<file path="src/rtl/core_ctrl_pkg.sv">
// Shared types and constants for the Reg_Imm_Mem core control sequencer.
package core_ctrl_pkg;

  typedef enum logic [2:0] {
    FETCH  = 3'd0,
    DECODE = 3'd1,
    MEM    = 3'd2,
    WB     = 3'd3,
    RETIRE = 3'd4,
    HALT   = 3'd5,
    TRAP   = 3'd6
  } state_t;

  localparam logic [6:0] OPC_R  = 7'b0110011;
  localparam logic [6:0] OPC_I  = 7'b0010011;
  localparam logic [6:0] OPC_LW = 7'b0000011;
  localparam logic [6:0] OPC_SW = 7'b0100011;

  localparam logic [1:0] TRAP_NONE     = 2'b00;
  localparam logic [1:0] TRAP_ILLEGAL  = 2'b01;
  localparam logic [1:0] TRAP_IMEM_TMO = 2'b10;
  localparam logic [1:0] TRAP_DMEM_TMO = 2'b11;

  function automatic logic is_mem_opc(input logic [6:0] opc);
    return (opc == OPC_LW) || (opc == OPC_SW);
  endfunction

endpackage

</file>
<file path="src/rtl/core_ctrl_tmo_cnt.sv">
// Wait-cycle counter with an expiry flag; cleared while no memory wait is in progress.
module ctrl_tmo_cnt #(
  parameter int MEM_TMO = 15
) (
  input  logic clk,
  input  logic rst_n,
  input  logic clr,
  input  logic en,
  output logic expired
);

  localparam logic [7:0] TMO_VAL = 8'(MEM_TMO);

  logic [7:0] cnt_r;

  // Count waiting cycles, holding at the limit until cleared
  always_ff @(posedge clk or negedge rst_n) begin
    if (!rst_n) begin
      cnt_r <= 8'd0;
    end else if (clr) begin
      cnt_r <= 8'd0;
    end else if (en && !expired) begin
      cnt_r <= cnt_r + 8'd1;
    end
  end

  assign expired = (cnt_r == TMO_VAL);

endmodule

</file>
<file path="src/rtl/core_ctrl_fsm.sv">
// Multi-cycle sequencer: fetch, decode, data access, write-back and retire, with
// halt handling and sticky traps for illegal opcodes and memory timeouts.
module core_ctrl_fsm
  import core_ctrl_pkg::*;
#(
  parameter int              PC_W     = 32,
  parameter logic [PC_W-1:0] RESET_PC = {PC_W{1'b0}},
  parameter int              MEM_TMO  = 15
) (
  input  logic            clk,
  input  logic            rst_n,
  input  logic            halt_req,
  output logic            imem_req,
  output logic [PC_W-1:0] imem_addr,
  input  logic            imem_ack,
  input  logic [31:0]     imem_rdata,
  output logic [31:0]     instr,
  output logic            instr_valid,
  input  logic            dec_reg_write,
  input  logic            dec_mem_read,
  input  logic            dec_mem_write,
  output logic            dmem_req,
  output logic            dmem_we,
  input  logic            dmem_ack,
  output logic            rf_we,
  output logic [PC_W-1:0] pc,
  output logic [31:0]     retired,
  output logic            halted,
  output logic            trap,
  output logic [1:0]      trap_cause
);

  localparam logic [PC_W-1:0] PC_STEP = PC_W'(4);

  state_t          state_r;
  logic [PC_W-1:0] pc_r;
  logic [31:0]     instr_r;
  logic [31:0]     retired_r;
  logic            imem_req_r;
  logic            instr_valid_r;
  logic            dmem_req_r;
  logic            dmem_we_r;
  logic            rf_we_r;
  logic            halted_r;
  logic            trap_r;
  logic [1:0]      trap_cause_r;
  logic            tmo_clr_s;
  logic            tmo_en_s;
  logic            tmo_exp_s;

  // Timeout counter runs only while a fetch or data access is outstanding
  always_comb begin
    tmo_clr_s = 1'b1;
    tmo_en_s  = 1'b0;
    if (state_r == FETCH) begin
      tmo_clr_s = 1'b0;
      tmo_en_s  = !(imem_req_r && imem_ack);
    end else if (state_r == MEM) begin
      tmo_clr_s = 1'b0;
      tmo_en_s  = !(dmem_req_r && dmem_ack);
    end else begin
      tmo_clr_s = 1'b1;
      tmo_en_s  = 1'b0;
    end
  end

  ctrl_tmo_cnt #(.MEM_TMO(MEM_TMO)) u_tmo (
    .clk     (clk),
    .rst_n   (rst_n),
    .clr     (tmo_clr_s),
    .en      (tmo_en_s),
    .expired (tmo_exp_s)
  );

  // Main sequencer with registered control outputs
  always_ff @(posedge clk or negedge rst_n) begin
    if (!rst_n) begin
      state_r       <= FETCH;
      pc_r          <= RESET_PC;
      instr_r       <= 32'd0;
      retired_r     <= 32'd0;
      imem_req_r    <= 1'b0;
      instr_valid_r <= 1'b0;
      dmem_req_r    <= 1'b0;
      dmem_we_r     <= 1'b0;
      rf_we_r       <= 1'b0;
      halted_r      <= 1'b0;
      trap_r        <= 1'b0;
      trap_cause_r  <= TRAP_NONE;
    end else begin
      case (state_r)
        FETCH: begin
          // halt is only honoured before the request goes out
          if (!imem_req_r) begin
            if (halt_req) begin
              state_r  <= HALT;
              halted_r <= 1'b1;
            end else begin
              imem_req_r <= 1'b1;
            end
          end else if (imem_ack) begin
            instr_r       <= imem_rdata;
            imem_req_r    <= 1'b0;
            instr_valid_r <= 1'b1;
            state_r       <= DECODE;
          end else if (tmo_exp_s) begin
            imem_req_r   <= 1'b0;
            halted_r     <= 1'b1;
            trap_r       <= 1'b1;
            trap_cause_r <= TRAP_IMEM_TMO;
            state_r      <= TRAP;
          end
        end
        DECODE: begin
          if (is_mem_opc(instr_r[6:0])) begin
            state_r <= MEM;
          end else if ((instr_r[6:0] == OPC_R) || (instr_r[6:0] == OPC_I)) begin
            rf_we_r <= dec_reg_write;
            state_r <= WB;
          end else begin
            instr_valid_r <= 1'b0;
            halted_r      <= 1'b1;
            trap_r        <= 1'b1;
            trap_cause_r  <= TRAP_ILLEGAL;
            state_r       <= TRAP;
          end
        end
        MEM: begin
          if (!dmem_req_r) begin
            dmem_req_r <= 1'b1;
            // a decode claiming both read and write is treated as a load
            dmem_we_r  <= dec_mem_write && !dec_mem_read;
          end else if (dmem_ack) begin
            dmem_req_r <= 1'b0;
            dmem_we_r  <= 1'b0;
            if (dmem_we_r) begin
              instr_valid_r <= 1'b0;
              state_r       <= RETIRE;
            end else begin
              rf_we_r <= dec_reg_write;
              state_r <= WB;
            end
          end else if (tmo_exp_s) begin
            dmem_req_r    <= 1'b0;
            dmem_we_r     <= 1'b0;
            instr_valid_r <= 1'b0;
            halted_r      <= 1'b1;
            trap_r        <= 1'b1;
            trap_cause_r  <= TRAP_DMEM_TMO;
            state_r       <= TRAP;
          end
        end
        WB: begin
          rf_we_r       <= 1'b0;
          instr_valid_r <= 1'b0;
          state_r       <= RETIRE;
        end
        RETIRE: begin
          pc_r      <= pc_r + PC_STEP;
          retired_r <= retired_r + 32'd1;
          state_r   <= FETCH;
        end
        HALT: begin
          if (!halt_req) begin
            halted_r <= 1'b0;
            state_r  <= FETCH;
          end
        end
        TRAP: begin
          state_r <= TRAP;
        end
        default: begin
          imem_req_r    <= 1'b0;
          dmem_req_r    <= 1'b0;
          dmem_we_r     <= 1'b0;
          rf_we_r       <= 1'b0;
          instr_valid_r <= 1'b0;
          halted_r      <= 1'b1;
          trap_r        <= 1'b1;
          trap_cause_r  <= TRAP_ILLEGAL;
          state_r       <= TRAP;
        end
      endcase
    end
  end

  assign imem_req    = imem_req_r;
  assign imem_addr   = pc_r;
  assign instr       = instr_r;
  assign instr_valid = instr_valid_r;
  assign dmem_req    = dmem_req_r;
  assign dmem_we     = dmem_we_r;
  assign rf_we       = rf_we_r;
  assign pc          = pc_r;
  assign retired     = retired_r;
  assign halted      = halted_r;
  assign trap        = trap_r;
  assign trap_cause  = trap_cause_r;

endmodule

</file>
<file path="config.mk">
export PLATFORM = sky130hd
export DESIGN_NAME = core_ctrl_fsm
export DESIGN_NICKNAME = d
export VERILOG_FILES = /design/src/rtl/core_ctrl_pkg.sv /design/src/rtl/core_ctrl_tmo_cnt.sv /design/src/rtl/core_ctrl_fsm.sv
export SDC_FILE = /design/constraint.sdc
export NUM_CORES = 1
export LEC_CHECK = 0
export ABC_AREA = 1
export CELL_PAD_IN_SITES_DETAIL_PLACEMENT = 2
export CELL_PAD_IN_SITES_GLOBAL_PLACEMENT = 2
export CORE_MARGIN = 5
export CORE_UTILIZATION = 30
export CTS_CLUSTER_DIAMETER = 80
export DETAILED_ROUTE_END_ITERATION = 12
export GPL_TIMING_DRIVEN = 0
export PLACE_DENSITY_LB_ADDON = 0.1
export SLEW_MARGIN = 10
export SYNTH_ARGS = -nofsm -noshare
export SYNTH_HDL_FRONTEND = slang
export SYNTH_HIERARCHICAL = 1
export SYNTH_SLANG_ARGS = --single-unit
</file>
<file path="constraint.sdc">
create_clock -name clk -period 4.1 [get_ports clk]
set_clock_uncertainty 0.2 [all_clocks]
set_input_delay 0.615 -clock clk [delete_from_list [all_inputs] [get_ports clk]]
set_output_delay 0.615 -clock clk [all_outputs]
set_load 0.02 [all_outputs]
</file>
==> After elaboration in Yosys (flattened, before gate mapping) <==
Cells that the tools add are included.
{ "totals": {"regBits": 116, "latch_bits": 0, "mem_bits_rw": 0, "rom_bits": 0, "input_bits": 40, "output_inout_bits": 137, "word_cells": 144, "n_memories": 0} }
{ "op_classes": {"n_addsub": 3, "mul": 0, "div": 0, "magnitude_cmp": 0, "n_eq_ne": 29, "shifts": 0, "mux": 68, "bitwise_logic": 5, "n_reduce_logical": 26} }
{ "op_table": {"columns": ["operator", "count"], "rows": [
  ["$mux 1", 39],
  ["$add 32x1->32 const B", 1],
  ["$add 32x3->32 const B", 1],
  ["$mux 3", 10],
  ["$ne 2x2->1 const B", 11],
  ["$pmux 3 s6", 1],
  ["$mux 2", 8],
  ["$mux 8", 2],
  ["$reduce_and 8->1", 2],
  ["$eq 7x6->1 const B", 2],
  ["$reduce_or 6->1", 2],
  ["$eq 3x3->1 const B", 3],
  ["$ne 3x3->1 const B", 3],
  ["$reduce_and 9->1", 1],
  ["$add 8x1->8 const B", 1],
  ["$eq 8x4->1 const B", 1],
  ["$pmux 1 s4", 2],
  ["$pmux 2 s4", 1],
  ["$reduce_or 4->1", 2],
  ["$eq 7x2->1 const B", 1],
  ["$eq 7x5->1 const B", 1],
  ["$reduce_and 7->1", 1],
  ["$eq 3x2->1 const B", 2],
  ["$pmux 1 s2", 3],
  ["other kinds (16)", 30]
]} }

==> Longest topological paths before layout <==
Gate-level depths: netlist of the first run.
{ "logic_depth": {"ltp_word": 7, "ltp_mapped": 11, "ltp_nobuf": 10} }

==> By module <==
Netlist of the first run, hierarchy kept.
{ "modules_own_cells": {"columns": ["module", "instances", "cells_each", "area_per_inst_um2", "seq_area_each_um2"], "rows": [
  ["core_ctrl_fsm", 1, 655, 5679.2, 2652.5],
  ["ctrl_tmo_cnt", 1, 67, 494.2, 200.2]
]} }

==> Worst setup path after synthesis of the first run <==
No wires, ideal clock.
{ "synth_path": {"kind": "register -> register", "from": "register state_r[2]", "to": "register u_tmo.cnt_r[5]", "setup_time_ns": 0.118, "t_arrival_ns": 1.611, "t_required_ns": 3.782, "slack_ns": 2.171, "stages_incl_launch_ff": 12, "synth_period_minus_slack_ns": 1.929, "path_cell_list": "dfrtp_1 -> buf_4 -> inv_2 -> nand3_1 -> nor2_1 -> nor2_1 -> nand3_1 -> inv_1 -> nor2_4 -> nor2_4 -> nand2_1 -> nand2_1"} }
{ "synth_via": {"elab_chain_cells": 5, "word_cells_on_any_way": 9, "classes_between": "1 x eq/ne; 5 x mux; 3 x reduce/logical"} }
{ "synth_lines": {"columns": ["element", "line_no", "source"], "rows": [
  ["start: declaration", "core_ctrl_fsm.sv:35", "state_t state_r;"],
  ["start signal: assignment", "core_ctrl_fsm.sv:78", "state_r <= FETCH;"],
  ["start signal: assignment", "core_ctrl_fsm.sv:96", "state_r <= HALT;"],
  ["start signal: assignment", "core_ctrl_fsm.sv:105", "state_r <= DECODE;"],
  ["$eq 3x2->1", "core_ctrl_fsm.sv:58", "end else if (state_r == MEM) begin"],
  ["$mux 1", "core_ctrl_fsm.sv:58", null],
  ["$mux 1 (*)", "core_ctrl_fsm.sv:55", "if (state_r == FETCH) begin"],
  ["net tmo_en_s", "core_ctrl_fsm.sv:48", "logic tmo_en_s;"],
  ["$logic_and 1x1->1 (*)", "core_ctrl_tmo_cnt.sv:22", "end else if (en && !expired) begin"],
  ["$reduce_bool 2->1 (no line) (*)", null, null],
  ["end signal: assignment", "core_ctrl_tmo_cnt.sv:23", "cnt_r <= cnt_r + 8'd1;"],
  ["end: declaration", "core_ctrl_tmo_cnt.sv:14", "logic [7:0] cnt_r;"]
]} }
Mark *: on every way through the listed nets, which the timed path passes. The rest lies on a longest branch.
A chain may end at the register's enable or synchronous reset.

==> Worst setup path in the final report of the first run <==
{ "layout_path": {"from": "register pc_r[8], in the netlist imem_addr[8]", "to": "output pc[8]"} }
{ "layout_lines": {"columns": ["element", "line_no", "source"], "rows": [
  ["start: declaration", "core_ctrl_fsm.sv:36", "logic [PC_W-1:0] pc_r;"],
  ["start signal: assignment", "core_ctrl_fsm.sv:159", "pc_r <= pc_r + PC_STEP;"],
  ["end: declaration", "core_ctrl_fsm.sv:26", "output logic [PC_W-1:0] pc,"]
]} }
No word-level cell between the ends.

==> reports/metrics.yaml, run 1 <==
worst_hold_path:
  min_from: "trap"
  hold_path.class: "flip-flop to flip-flop"
  min_to: "trap"
  holdPathStages: 2
route:
  drc_errors: 0
  ant_nets: 0
  wl_um: 20800
  post_drt_wl_per_cell_um: 17.3
  drtPass1Iterations: 4
  via_count: 5605
  vias_per_cell: 4.67
  initialDrtViolationCount: 195
cts:
  clkSlewWorstSetupHoldPaths_ns: 0.06
  clockBufferDepth: 2
  hold_buffers: 1
  cts_sinks: 114
  root_buffer: "clkbuf_16"
  postCtsSetupRepairBufs: 0
  clk_latency_ns: 0.42
  cts_tree: "built"
  cts-resized-gates: 0
  cts_buffers: 17
  cts.htree.levels: 4
power_and_ir_drop:
  power_density_mw_per_mm2: 318
  pwr-share-seq_pct: 39.7
  ir_worst_vdd_uv: 278
  netSwitchingFraction_pct: 21.1
  pwr-share-clk_pct: 57.7
  power.switching_mw: 0.598
  leakage_nw: 4.20
  combPwrFrac_pct: 2.6
  intPower_mw: 2.24
placed_design:
  dp_hpwl_um: 15800
  dp_cells: 1168
  placed_area_mm2: 0.00827
  portBuffers: 172
  gp_congestion: 0.844
layout:
  post-route-cell-area_mm2: 0.00892
  drive_above_1_share_pct: 13.7
  fin_nets: 961
  layout_commonest_cell: "nand2_1"
  instances_no_fill: 1201
  nFillCells: 2214
  final_cell_mix: "nand2_1, clkdlybuf4s50_1, dfrtp_1"
  area_growth_pct: 44.6
  diodes: 0
floorplanning:
  die_h_um: 153
  start_util_pct: 30.5
  rows: 52
  io_pins: 177
  placeableCoreArea_mm2: 0.0202
  die_w_um: 153
  die_area_mm2: 0.0235
timing:
  slew_violations: 0
  rsz0062_at_grt: "no"
  fmax_ghz: 0.403
  finalCritPeriodShare_pct: 60.5
  setup_viol: 0
  tns_ns: 0
  fin_crit_ns: 2.48
  hold_viol: 0
logic_synthesis:
  async_flop_share_pct: 100
  synthMuxAreaShare_pct: 6.69
  synth_seq_area_share_pct: 46.2
  syn_area_per_cell_um2: 8.55
  synth_cell_types: 34
  synth_compound_area_share_pct: 2.03
  yosysTopAreaCell: "dfrtp_1"
  syn_inst: 722
  yosysWarnings: 6
  synth_top_family_by_area: "simple AND/OR/NAND/NOR gates"
  synthSimpleGateAreaFrac_pct: 28.7
  yosys.area_share.adder_pct: 0.608
  synth-main-ff-cell: "dfrtp_1"
  yosys.area_share.xor_xnor_pct: 6.24
  netlist_top_cells_area: "dfrtp_1, nand2_1, mux2_4"
  synth_seq_cells: 114
  syn_area_mm2: 0.00617
  synth_edf_count: 0
  synth_top_area_share_pct: 46.2
global_routing:
  grtUsageTotal_pct: 18.1
  grt_remaining_overflow: 0
  grt_pass1_vias: 6516
  grt_max_degree: 69
  grt_first_pass_wirelength_um: 34600
  antenna_found_initial: 0
critical_path:
  critPathRequiredTime_ns: 3.28
  r2r-start: "state_r[2]"
  crit_arrival_ns: 1.66
  critPathLaunchType: "flip-flop"
  reg2reg_depth: 11
  r2r-end: "u_tmo/cnt_r[5]"
  reg2reg_slack_ns: 1.68
  critPathCaptureType: "output port"
  critPathKind: "flip-flop to output port"
  critPathMaxFanout: 5
status:
  run_status: "complete, no violations"
flow_run:
  drv_cap: 0
-- worst max-delay path, stage by stage (launching register included) --
cell and delay (ns):
dfrtp_1 0.49, buf_4 0.16, clkdlybuf4s50_1 0.61
-- stage by stage --
step | hold WS [ns] | utilization, % | total power, mW | setup slack (ns)
2_1_floorplan | 0.119 | - | 1.15 | 2.17
3_3_place_gp | 0.255 | 40.7 | 1.22 | -2.66
3_5_place_dp | 0.261 | 40.9 | 1.22 | 1.61
4_1_cts | 0.276 | 44.1 | 2.88 | 1.57
5_1_grt | 0.317 | 44.1 | 2.94 | 1.46
6_report | 0.266 | 44.1 | 2.84 | 1.62
-- final cells by class --
| cell class | instances | area [um2] | share of cell area, % |
|---|---|---|---|
| Tap cell | 270 | 338 | 3.79 |
| Buffer | 40 | 309 | 3.46 |
| Timing Repair Buffer | 174 | 1760 | 19.7 |
| Sequential cell | 114 | 2850 | 32.0 |
| Inverter | 73 | 275 | 3.08 |
| Multi-Input combinational cell | 498 | 2750 | 30.8 |
| Clock inverter | 14 | 213 | 2.38 |
| Clock buffer | 18 | 429 | 4.81 |
-- worst max path at each step --
| stage | end | from | slack [ns] |
|---|---|---|---|
| after CTS | pc[8] | imem_addr[8] | 1.57 |
| after global routing | u_tmo/cnt_r[2] | state_r[2] | 1.46 |
| after detailed placement | u_tmo/cnt_r[5] | imem_ack | 1.61 |
| after global placement | retired[28] | rst_n | -2.66 |
| final | pc[8] | imem_addr[8] | 1.62 |
| after floorplan | u_tmo/cnt_r[5] | state_r[2] | 2.17 |
-- logic make-up (layout without fill, tap and decap cells) --
logic type | Yosys count | in the layout
AO/OA/AOI/OAI | 24 | 24
AND/OR/NAND/NOR | 394 | 394
flip-flops | 114 | 114
adder cells (fa/ha/maj) | 3 | 3
other | 1 | 4
multiplexers | 29 | 29
buffers and inverters | 113 | 319
XOR/XNOR | 44 | 44
-- Yosys cell counts (3+ instances only) --
master	n
nand2_1	188
dfrtp_1	114
nor2_1	90
inv_1	68
nand3_1	51
buf_4	36
xor2_1	25
nand4_1	24
mux2_4	23
xnor2_1	19
o21ai_0	12
nor3_1	10
nor2_4	8
a21oi_1	7
mux2_2	6
nand3b_1	6
inv_2	4
nor2_2	4
buf_6	3
ha_1	3
nand2_2	3
o21ai_1	3
-- power groups by stage --
stage                     combinational (mW)  clock (mW)  sequential [mW]
after floorplan                      0.00843           0             1.15
after global placement                0.0710           0             1.15
after detailed placement              0.0765           0             1.15
after CTS                             0.0774        1.68             1.13
after global routing                  0.0831        1.73             1.12
final                                 0.0745        1.64             1.13
-- sequential cells by signal, indices dropped and copies added (netlist names), 2 cells and up --
name	count
state_r	3
retired	32
trap_cause	2
u_tmo/cnt_r	8
instr	32
imem_addr	30
-- metal layers --
metal | global-route usage (%) | vias up | wire length, um
met5 | 0 | - | 0
met4 | 4.50 | 0 | 263
met3 | 6.76 | 20 | 1480
met2 | 31.3 | 138 | 10300
met1 | 21.4 | 2792 | 8770
li1 | - | 2655 | -
No activity file was read; power rests on OpenSTA's default activity.
==> run 2: changes to the inputs <==
--- a/config.mk
+++ b/config.mk
@@ -9,7 +9,7 @@
 export CELL_PAD_IN_SITES_DETAIL_PLACEMENT = 2
 export CELL_PAD_IN_SITES_GLOBAL_PLACEMENT = 2
 export CORE_MARGIN = 5
-export CORE_UTILIZATION = 30
+export CORE_UTILIZATION = 28
 export CTS_CLUSTER_DIAMETER = 80
 export DETAILED_ROUTE_END_ITERATION = 12
 export GPL_TIMING_DRIVEN = 0
==> constraint.sdc (replaced) <==
create_clock -name clk -period 2.6 [get_ports clk]
set_clock_uncertainty 0.2 [all_clocks]
set_input_delay 0.39 -clock clk [delete_from_list [all_inputs] [get_ports clk]]
set_output_delay 0.39 -clock clk [all_outputs]
set_load 0.02 [all_outputs]
==> run 2 against run 1 <==
Against the previous run:
- first-iteration DRC count fell by 38%
- worst setup slack worse by 1.3 ns
- core utilization down 2.9 points
- count of clock-buffer cells in the layout grew 1
- die area increased by 6.7%
- critical endpoint is now u_tmo/cnt_r[1]
==> reports/metrics.yaml, run 2 (same netlist as run 1, synthesis figures left out) <==
status:
  run_status: "complete, no violations"
critical_path:
  critPathRequiredTime_ns: 2.69
  critPathKind: "flip-flop to flip-flop"
  critPathCaptureType: "flip-flop"
  reg2reg_slack_ns: 0.28
  path_buf_inv: 3
  reg2reg_depth: 11
  critPathTopFamily: "simple AND/OR/NAND/NOR gates"
  worstPathCellList: "buf_4, inv_2, nand3_1, nor2_2, nor2_1, nand3_1, inv_1, nor2_4, nor2_4, nand2_1, nand2_1"
  crit_arrival_ns: 2.42
  cpMaxStageDelayCell: "dfrtp_1"
  critPathMaxFanout: 10
  crit_path_max_incr_delay_ns: 0.40
  critPathLaunchType: "flip-flop"
  r2r-end: "u_tmo/cnt_r[1]"
  r2r-start: "state_r[2]"
floorplanning:
  placeableCoreArea_mm2: 0.0218
  rows: 54
  io_pins: 177
  die_area_mm2: 0.0251
  die_w_um: 158
  die_h_um: 158
  start_util_pct: 28.4
worst_hold_path:
  hold_path.class: "flip-flop to flip-flop"
  min_from: "trap_cause[1]"
  holdPathStages: 2
  min_to: "trap_cause[1]"
timing:
  holdWs_ns: 0.279
  fmax_ghz: 0.430
  hold_viol: 0
  finalCritPeriodShare_pct: 89.4
  fin_ws_ns: 0.277
  setup_viol: 0
  rsz0062_at_grt: "no"
  fin_crit_ns: 2.32
  slew_violations: 0
  tns_ns: 0
layout:
  seq_area_mm2: 0.00285
  final_cell_mix: "nand2_1, clkdlybuf4s50_1, dfrtp_1"
  drive_above_1_share_pct: 14.0
  nFillCells: 2413
  diodes: 0
  fin_nets: 961
  area_growth_pct: 45.1
  multiInputGateArea_mm2: 0.00275
  layout_commonest_cell: "nand2_1"
placed_design:
  portBuffers: 172
  dp_hpwl_um: 16100
  post-place-ws_ns: 0.173
  gp_congestion: 0.819
cts:
  clk_latency_ns: 0.40
  clkSlewWorstSetupHoldPaths_ns: 0.06
  cts_tree: "built"
  cts.htree.levels: 4
  cts_sinks: 114
  clockBufferDepth: 2
  root_buffer: "clkbuf_16"
  cts_buffers: 17
  postCtsSetupRepairBufs: 0
route:
  initialDrtViolationCount: 120
  drc_errors: 0
  post_drt_wl_per_cell_um: 17.0
  wl_um: 20500
  drtPass1Iterations: 4
  via_count: 5571
  ant_nets: 0
  vias_per_cell: 4.60
global_routing:
  grtUsageTotal_pct: 16.8
  antenna_found_initial: 0
  grt_remaining_overflow: 0
  grt_max_degree: 70
  grt_pass1_vias: 6436
  grt_first_pass_wirelength_um: 34000
power_and_ir_drop:
  pwr-share-seq_pct: 39.2
  power.switching_mw: 0.939
  power_density_mw_per_mm2: 505
  ir_worst_vdd_uv: 394
  intPower_mw: 3.59
  leakage_nw: 4.21
  combPwrFrac_pct: 2.6
  netSwitchingFraction_pct: 20.7
  pwr-share-clk_pct: 58.2
flow_run:
  drv_cap: 0
[run 2: worst max path at each step]
stage	start	endpoint	slack [ns]	cells after the start
after floorplan	state_r[2]	u_tmo/cnt_r[5]	0.67	11
after global placement	rst_n	retired[20]	-3.95	1
after detailed placement	state_r[2]	u_tmo/cnt_r[1]	0.17	11
after CTS	state_r[2]	u_tmo/cnt_r[1]	0.17	11
after global routing	state_r[2]	u_tmo/cnt_r[1]	0.03	11
final	state_r[2]	u_tmo/cnt_r[1]	0.28	11
[run 2: through the flow]
step	utilization [%]	std cells	area (um2)	total power [mW]
floorplan	-	725	6180	1.82
global placement	38.0	1177	8260	1.92
detailed placement	38.1	1178	8290	1.93
CTS	41.2	1211	8960	4.61
global route	41.2	1211	8960	4.71
finish	41.2	1211	8960	4.53
[run 2: power groups by stage]
stage | Clock, mW | Sequential [mW] | Combinational [mW]
floorplan | 0 | 1.81 | 0.0133
global placement | 0 | 1.81 | 0.112
detailed placement | 0 | 1.81 | 0.122
CTS | 2.71 | 1.77 | 0.124
global route | 2.80 | 1.77 | 0.132
finish | 2.63 | 1.77 | 0.119
[run 2: what timing repair did]
item | 4_1_cts | 5_1_grt
endpoints found under the setup margin | 0 | 6
hold buffers | 1 | 0
endpoints found under the hold margin | 45 | 0
resized for setup | 0 | 1
[run 2: final cells by class]
cell class              count  area share [%]
flip-flops and latches    114            31.8
multi-input cells         498            30.7
repair buffers            174            19.7
clock buffers              19            5.06
well taps                 280            3.91
plain buffers              40            3.45
inverters                  73            3.07
clock inverters            13            2.32
[run 2: worst reg2reg max path: stages (launching register included)]
cell and delay (ns):
dfrtp_1 0.40, buf_4 0.19, inv_2 0.13, nand3_1 0.26
nor2_2 0.28, nor2_1 0.08, nand3_1 0.15, inv_1 0.10
nor2_4 0.23, nor2_4 0.08, nand2_1 0.07, nand2_1 0.05
[run 2: layer usage]
| metal | vias up | wire length [um] | GRT usage, % |
|---|---|---|---|
| met5 | - | 0 | 0 |
| met4 | 0 | 163 | 3.49 |
| met3 | 10 | 1440 | 5.79 |
| met2 | 129 | 10300 | 29.4 |
| met1 | 2773 | 8590 | 20.2 |
| li1 | 2659 | - | - |
==> run 3: changes to the inputs <==
--- a/config.mk
+++ b/config.mk
@@ -14,6 +14,7 @@
 export DETAILED_ROUTE_END_ITERATION = 12
 export GPL_TIMING_DRIVEN = 0
 export PLACE_DENSITY_LB_ADDON = 0.1
+export REMOVE_ABC_BUFFERS = 1
 export SLEW_MARGIN = 10
 export SYNTH_ARGS = -nofsm -noshare
 export SYNTH_HDL_FRONTEND = slang
==> run 3 against run 2 <==
Against the previous run:
- critical path depth down 6
- clock power shrank 14%
- register-to-register slack is essentially flat
- critical path type unchanged
- design area shrank 4.4%
- highest routed layer unchanged
- worst setup slack worse by 0.0047 ns
==> reports/metrics.yaml, run 3 (same netlist as run 1, synthesis figures left out) <==
timing:
  maxSlewHeadroom_pct: 54.1
  fmax_ghz: 0.430
  fin_crit_ns: 2.33
  tns_ns: 0
  slew_violations: 0
  hold_viol: 0
  worstMarginPinSlew_ns: 0.689
  fin_ws_ns: 0.272
  setup_viol: 0
  rsz0062_at_grt: "no"
  finalCritPeriodShare_pct: 89.5
cts:
  cts_sinks: 114
  cts_tree: "built"
  clk_latency_ns: 0.42
  clockBufferDepth: 2
  root_buffer: "clkbuf_16"
  postCtsSetupRepairBufs: 0
  cts_buffers: 17
  cts.htree.levels: 4
  clkSlewWorstSetupHoldPaths_ns: 0.06
placed_design:
  dp_hpwl_um: 15300
  portBuffers: 172
  post-place-ws_ns: 0.150
  gp_congestion: 0.885
route:
  via_count: 5382
  vias_per_cell: 4.60
  post_drt_wl_per_cell_um: 16.9
  ant_nets: 0
  initialDrtViolationCount: 102
  drtPass1Iterations: 4
  wl_um: 19800
  drc_errors: 0
power_and_ir_drop:
  ir_worst_vdd_uv: 369
  power.total_mw: 4.16
  pwr-share-clk_pct: 54.6
  power_density_mw_per_mm2: 486
  netSwitchingFraction_pct: 23.6
  leakage_nw: 3.96
  pwr-share-seq_pct: 42.7
  power.switching_mw: 0.980
  intPower_mw: 3.18
  combPwrFrac_pct: 2.7
global_routing:
  antenna_found_initial: 0
  grt_max_degree: 68
  grt_pass1_vias: 6230
  grtUsageTotal_pct: 16.2
  grt_remaining_overflow: 0
  grt_first_pass_wirelength_um: 32500
floorplanning:
  die_w_um: 158
  io_pins: 177
  start_util_pct: 28.4
  rows: 54
  die_area_mm2: 0.0251
  placeableCoreArea_mm2: 0.0218
  die_h_um: 158
critical_path:
  path_buf_inv: 1
  crit_path_max_incr_delay_ns: 0.53
  crit_arrival_ns: 2.43
  cpMaxStageDelayCell: "nand3_4"
  critPathKind: "flip-flop to flip-flop"
  worstPathCellList: "inv_2, nand2_2, nor2_4, nand3_4, mux2_4"
  critPathLaunchType: "flip-flop"
  critPathCaptureType: "flip-flop"
  critPathTopFamily: "simple AND/OR/NAND/NOR gates"
  critPathRequiredTime_ns: 2.70
  critPathMaxFanout: 37
layout:
  diodes: 0
  area_growth_pct: 38.8
  layout_commonest_cell: "nand2_1"
  fin_util_pct: 39.4
  final_cell_mix: "nand2_1, clkdlybuf4s50_1, dfrtp_1"
  drive_above_1_share_pct: 10.3
  fin_nets: 921
worst_hold_path:
  hold_path.class: "flip-flop to flip-flop"
status:
  run_status: "complete, no violations"
flow_run:
  drv_cap: 0
==> run 3: worst paths after layout <==
| kind | from | endpoint | slack [ns] | cells after the start |
|---|---|---|---|---|
| setup / recovery | state_r[1] | instr[14] | 0.27 | 5 |
| hold / removal | instr_valid | instr_valid | 0.28 | 2 |
| setup reg to reg | state_r[1] | instr[14] | 0.27 | 5 |
| min in group asynchronous | rst_n | u_tmo/cnt_r[5] | 0.29 | 2 |
| hold reg to reg | instr_valid | instr_valid | 0.28 | 2 |
| max in group asynchronous | rst_n | retired[8] | 1.20 | 3 |
==> run 3: stage by stage <==
step	cell area [um2]	hold WS [ns]	instances
floorplan	5880	-0.106	685
global placement	7950	0.261	1137
detailed placement	7980	0.177	1138
CTS	8560	0.283	1171
global route	8570	0.315	1171
finish	8570	0.277	1171
==> run 3: worst reg2reg max path, stage by stage, from the launching register on <==
cell	delay (ns)
dfrtp_1	0.48
inv_2	0.18
nand2_2	0.08
nor2_4	0.19
nand3_4	0.53
mux2_4	0.55
==> run 3: layout make-up <==
type / instances / area, um2
fillers: 2409 / 13200
inverters: 73 / 275
clock buffers: 18 / 439
clock inverters: 14 / 133
multi-input cells: 498 / 2760
repair buffers: 174 / 1760
flip-flops and latches: 114 / 2850
well taps: 280 / 350
==> run 3: timing repair <==
item	in CTS	in global routing
hold buffers	1	0
endpoints found under the hold margin	47	0
resized for setup	0	3
setup endpoints to repair	0	6
==> run 3: metal layers <==
| metal | GRT usage [%] | share of wire, % | vias to the layer above |
|---|---|---|---|
| met1 | 19.2 | 42 | 2657 |
| met3 | 5.60 | 8.0 | 17 |
| met5 | 0 | 0 | - |
| met2 | 27.9 | 49 | 136 |
| met4 | 4.71 | 1.2 | 0 |
| li1 | - | - | 2572 |
==> run 3: power by group through the flow <==
stage / Clock, mW / Combinational [mW] / Sequential (mW)
4_1_cts: 2.34 / 0.118 / 1.77
6_report: 2.27 / 0.113 / 1.77
5_1_grt: 2.42 / 0.127 / 1.77
2_1_floorplan: 0 / 0.00866 / 1.81
3_5_place_dp: 0 / 0.117 / 1.81
3_3_place_gp: 0 / 0.108 / 1.81
